[src/rtl/pc_stack_unit_pkg.sv]
// Shared processor constants for the PC / return-address stack unit,
// plus the next-PC source encoding used by the selection logic.
package pc_stack_unit_pkg;

  localparam int PC_W_DEF     = 10;
  localparam int DEPTH_DEF    = 8;
  localparam int RESET_PC_DEF = 0;

  typedef enum logic [1:0] {
    PC_SEQ    = 2'd0,
    PC_TARGET = 2'd1,
    PC_RETURN = 2'd2
  } pc_sel_e;

endpackage

[src/rtl/pc_stack_unit_lifo_stack.sv]
// Return-address LIFO: storage array plus occupancy counter.
// Pop wins over push when both are requested; a push while full is dropped.
// Storage is never reset, only the counter, so stale entries are unreachable.
module lifo_stack #(
  parameter int W     = 10,
  parameter int DEPTH = 8
) (
  input  logic                     clk,
  input  logic                     reset,
  input  logic                     push,
  input  logic                     pop,
  input  logic [W-1:0]             wdata,
  output logic [W-1:0]             rdata,
  output logic [$clog2(DEPTH):0]   count,
  output logic                     full,
  output logic                     empty
);

  localparam int AW = $clog2(DEPTH);
  localparam logic [AW:0] FULL_COUNT = (AW + 1)'(DEPTH);

  logic [W-1:0]  mem [DEPTH];
  logic [AW:0]   count_q, count_d;
  logic [AW-1:0] wr_idx, top_idx;
  logic          do_push, do_pop;

  assign full    = (count_q == FULL_COUNT);
  assign empty   = (count_q == '0);
  assign do_pop  = pop & ~empty;
  assign do_push = push & ~pop & ~full;
  assign wr_idx  = count_q[AW-1:0];
  assign top_idx = wr_idx - AW'(1);
  assign rdata   = mem[top_idx];
  assign count   = count_q;

  // Next occupancy: pop has priority, overflowing pushes leave it unchanged.
  always_comb begin
    count_d = count_q;
    if (do_pop) begin
      count_d = count_q - (AW + 1)'(1);
    end else if (do_push) begin
      count_d = count_q + (AW + 1)'(1);
    end
  end

  // Occupancy register, cleared by reset which empties the stack logically.
  always_ff @(posedge clk) begin
    if (!reset) begin
      count_q <= '0;
    end else begin
      count_q <= count_d;
    end
  end

  // Entry storage, written at the current occupancy index on an accepted push.
  always_ff @(posedge clk) begin
    if (reset && do_push) begin
      mem[wr_idx] <= wdata;
    end
  end

endmodule

[src/rtl/pc_stack_unit.sv]
// Program counter with a return-address stack for call/return.
// Next-PC priority: return (non-empty pop) > branch target > pc+1.
// Overflow/underflow are sticky until reset; stall freezes everything.
module pc_stack_unit
  import pc_stack_unit_pkg::*;
#(
  parameter int PC_W     = PC_W_DEF,
  parameter int DEPTH    = DEPTH_DEF,
  parameter int RESET_PC = RESET_PC_DEF
) (
  input  logic                    clk,
  input  logic                    reset,
  input  logic                    stall,
  input  logic                    PCSrc,
  input  logic                    Push,
  input  logic                    Pop,
  input  logic [PC_W-1:0]         target,
  output logic [PC_W-1:0]         pc,
  output logic [$clog2(DEPTH):0]  depth,
  output logic                    stack_full,
  output logic                    stack_empty,
  output logic                    overflow,
  output logic                    underflow
);

  logic [PC_W-1:0] pc_q, pc_d, pc_inc, ret_addr;
  logic            overflow_q, overflow_d;
  logic            underflow_q, underflow_d;
  logic            stk_push, stk_pop, stk_full, stk_empty;
  pc_sel_e         pc_sel;

  assign pc_inc   = pc_q + PC_W'(1);
  assign stk_push = Push & ~stall;
  assign stk_pop  = Pop & ~stall;

  lifo_stack #(
    .W     (PC_W),
    .DEPTH (DEPTH)
  ) u_stack (
    .clk   (clk),
    .reset (reset),
    .push  (stk_push),
    .pop   (stk_pop),
    .wdata (pc_inc),
    .rdata (ret_addr),
    .count (depth),
    .full  (stk_full),
    .empty (stk_empty)
  );

  // Choose the next-PC source; a pop on an empty stack falls through.
  always_comb begin
    pc_sel = PC_SEQ;
    if (Pop && !stk_empty) begin
      pc_sel = PC_RETURN;
    end else if (PCSrc) begin
      pc_sel = PC_TARGET;
    end
  end

  // Next PC and sticky error flags, all held while stalled.
  always_comb begin
    pc_d        = pc_q;
    overflow_d  = overflow_q;
    underflow_d = underflow_q;
    if (!stall) begin
      case (pc_sel)
        PC_RETURN: pc_d = ret_addr;
        PC_TARGET: pc_d = target;
        default:   pc_d = pc_inc;
      endcase
      if (Push && !Pop && stk_full) begin
        overflow_d = 1'b1;
      end
      if (Pop && stk_empty) begin
        underflow_d = 1'b1;
      end
    end
  end

  // PC and flag registers; reset overrides stall and every other input.
  always_ff @(posedge clk) begin
    if (!reset) begin
      pc_q        <= PC_W'(RESET_PC);
      overflow_q  <= 1'b0;
      underflow_q <= 1'b0;
    end else begin
      pc_q        <= pc_d;
      overflow_q  <= overflow_d;
      underflow_q <= underflow_d;
    end
  end

  assign pc          = pc_q;
  assign overflow    = overflow_q;
  assign underflow   = underflow_q;
  assign stack_full  = stk_full;
  assign stack_empty = stk_empty;

endmodule

[config.mk]
export PLATFORM = sky130hd
export DESIGN_NAME = pc_stack_unit
export DESIGN_NICKNAME = d
export VERILOG_FILES = /design/src/rtl/pc_stack_unit_pkg.sv /design/src/rtl/pc_stack_unit_lifo_stack.sv /design/src/rtl/pc_stack_unit.sv
export SDC_FILE = /design/constraint.sdc
export NUM_CORES = 1
export LEC_CHECK = 0
export BUFFER_PORTS_ARGS = -buffer_cell sky130_fd_sc_hd__buf_2
export CAP_MARGIN = 25
export CORE_ASPECT_RATIO = 1.25
export CORE_MARGIN = 8
export CORE_UTILIZATION = 53
export CTS_CLUSTER_DIAMETER = 80
export DETAILED_ROUTE_END_ITERATION = 12
export GPL_ROUTABILITY_DRIVEN = 0
export PLACE_DENSITY = 0.82
export SYNTH_ARGS = -nofsm -noshare
export SYNTH_HDL_FRONTEND = slang
export SYNTH_SLANG_ARGS = --single-unit
[constraint.sdc]
create_clock -name clk -period 2.75 [get_ports clk]
set_clock_uncertainty 0.05 [all_clocks]
set_input_delay 0.1375 -clock clk [delete_from_list [all_inputs] [get_ports clk]]
set_output_delay 0.1375 -clock clk [all_outputs]
set_load 0.05 [all_outputs]
==> run metrics <==
crit-path most repeated cell xnor2_1; fraction of layout cells with a size suffix above 1 24.6%; Net Switching 0.930 mW; initial drt markers 283; num ports 34; Worst-Margin Slew 715 ps; critical path class reg2reg; Vias per Instance 6.13; commonest non-fill, non-tap cell in the layout edfxtp_1; Layout Nets 360; FF-to-FF Start u_stack.count[1]; clk sink count 96; Slew HR 52.0%; Non-Filler Instances 441; most frequent cells in the layout edfxtp_1, buf_2, nand2_1, nor2_1, dfxtp_1; Clock power frac 24.0%; Synthesized Nets 320; Slew Limit Fails 0; CP Max Fanout 9; switch share 29.5%; CP arrival 2810 ps; placed insts 425; hold_buf cts 0; endpoints failing hold 0; filler instances 559; Hold Path Class in2reg; hpwl dp 6220 µm; Tmin final 2610 ps; largest net degree at the start of global routing 28; worst setup path startpoint u_stack.count[1]; Reg area 0.00273 mm²; number of synthesized flops with an enable pin 80; total CTS buffers 9; Pre-antenna DRT Iters 4; synthesis-to-finish area growth 12.6%; CP endpoint kind flop; ys async rst share 0%; Post-Syn Area 0.00416 mm²; CP Cell Sequence inv_1, ha_4, or3b_4, inv_8, nor2_4, xnor2_1, ha_2, or4_1, a21boi_1, xnor2_1, nor2_1; initial antenna violation count 0; GRT Util Overall 18.6%; Peak VDD IR 0.338 mV; WP buf/inv 2; Reg power frac 53.4%; first-pass GRT wire length 14700 µm; WL final 9360 µm; #FFs+latches synth 96; synthesized area per cell 13.8 µm²; CP Data Required Time 2950 ps; Max Cap Viol 0; outcome finished, final reports clean; per-cell routed wire length 21.2 µm; Power Total 3.15 mW; root buf cell clkbuf_8; CTS tree built; pwr/cell area 673 mW/mm²; drt drc 0; kind of cell adding the most delay to the critical path simple AND/OR/NAND/NOR gates; cell-internal power 2.22 mW; Core Region 0.00770 mm²; unrepaired setup endpoints after global routing false; max incr delay on CP 460 ps; Multi-input gate area 0.00137 mm²; final setup vio count 0; Synth Instances 301; Clock Tree Buf Depth 2; Logic pwr share 22.6%; Post CTS Setup Buffer Count 0; post-CTS sizing 0; reg-to-reg setup timing slack 140 ps; height of the chip 115 µm; Antenna Cells 0; Seq/Total Area, Yosys 65.4%; leakage 1.64 nW; ys flop type edfxtp_1; Detail Route Antenna Nets 0; DIE WIDTH 95.2 µm; die area 0.0110 mm²; fin crit share 94.9%; CP max-delay cell or4_1; Worst-path clk slew 90 ps; port bufs 33; # H-tree levels 3; FMAX 383 MHz; GRT overflow 0; HP Start target[7]; Yosys cell types 51; crit start category flop; via count 2703; Ys Warns 0; vias in the first global route 2750; Initial Util 54.0%; Worst-Skew Late Latency 370 ps; row cnt 36
## cells by family (layout without fill, tap and decap cells)
kind of cell             count (synthesis)  after routing  synth area share, %
flip-flops                              96             96                 65.4
AO/OA/AOI/OAI                           48             48                 7.76
adder cells (fa/ha/maj)                  3              3                0.902
XOR/XNOR                                14             14                 2.95
multiplexers                            19             19                 8.99
buffers and inverters                   25             70                 2.62
AND/OR/NAND/NOR                         96             96                 11.3
## synth_stat cells, types with 4 or more instances
library cell / count / share of area, %
o21ai_0: 10 / 1.2
nand4_1: 7 / 1.1
edfxtp_1: 80 / 58
o211ai_1: 4 / 0.72
nor2b_1: 6 / 0.90
inv_1: 7 / 0.63
xor2_1: 5 / 1.1
nand3_1: 9 / 1.1
a21oi_1: 9 / 1.1
mux4_2: 12 / 6.5
xnor2_1: 9 / 1.9
clkbuf_1: 10 / 0.90
nor2_1: 20 / 1.8
dfxtp_1: 16 / 7.7
nor3_1: 6 / 0.72
mux2i_1: 4 / 0.96
buf_2: 6 / 0.72
a31oi_1: 8 / 1.2
nand2_1: 29 / 2.6
## final timing paths
| path | endpoint | cells after the start |
|---|---|---|
| max reg2reg | u_stack.count[2] | 11 |
| min | pc[7] | 3 |
| min reg2reg | overflow | 2 |
| max | u_stack.count[2] | 11 |
## per-layer routing
layer	global-route usage, %	routed length, µm	vias to the layer above
li1	-	-	1235
met1	21.9	3300	1297
met2	30.1	4700	146
met3	4.96	1040	25
met4	10.0	326	0
met5	0	0	-
## through the flow
| stage | worst slack (ps) | TNS [ps] | utilization [%] | cell area (µm²) | hold slack, ps |
|---|---|---|---|---|---|
| after floorplan | -4.38 | -4.38 | - | 4220 | 268 |
| after global placement | 229 | 0 | 58.8 | 4530 | 398 |
| after detailed placement | 162 | 0 | 58.8 | 4530 | 409 |
| after CTS | 148 | 0 | 60.8 | 4680 | 18.5 |
| after global routing | 24.5 | 0 | 60.8 | 4680 | 76.6 |
| final | 140 | 0 | 60.8 | 4680 | 24.1 |
## worst register-to-register path, cell delays in order (launching register included)
cell and delay [ps]:
dfxtp_2 380, inv_1 170, ha_4 190, or3b_4 440, inv_8 90, nor2_4 40
xnor2_1 130, ha_2 170, or4_1 460, a21boi_1 190, xnor2_1 140, nor2_1 60
## final cells by class
type                       instances  area share (%)
tap                               95            2.54
timing repair buffer              46            5.88
clock inverter                     5           0.534
multi-input combinational        180            29.2
inverter                           8           0.801
clock buffer                      11            2.80
sequential                        96            58.2
## power by group through the flow
stage / clock network (mW) / logic (mW) / registers, mW
after global routing: 0.834 / 0.764 / 1.69
after CTS: 0.780 / 0.716 / 1.68
after floorplan: 0 / 0.454 / 1.79
after detailed placement: 0 / 0.714 / 1.72
final: 0.756 / 0.713 / 1.68
after global placement: 0 / 0.697 / 1.71
## registers in the layout, summed over array words and instances (netlist names)
| signal | cells |
|---|---|
| pc | 10 |
| overflow | 1 |
| u_stack.mem | 80 |
| underflow | 1 |
| u_stack.count | 4 |
(Power assumes the default switching activity.)
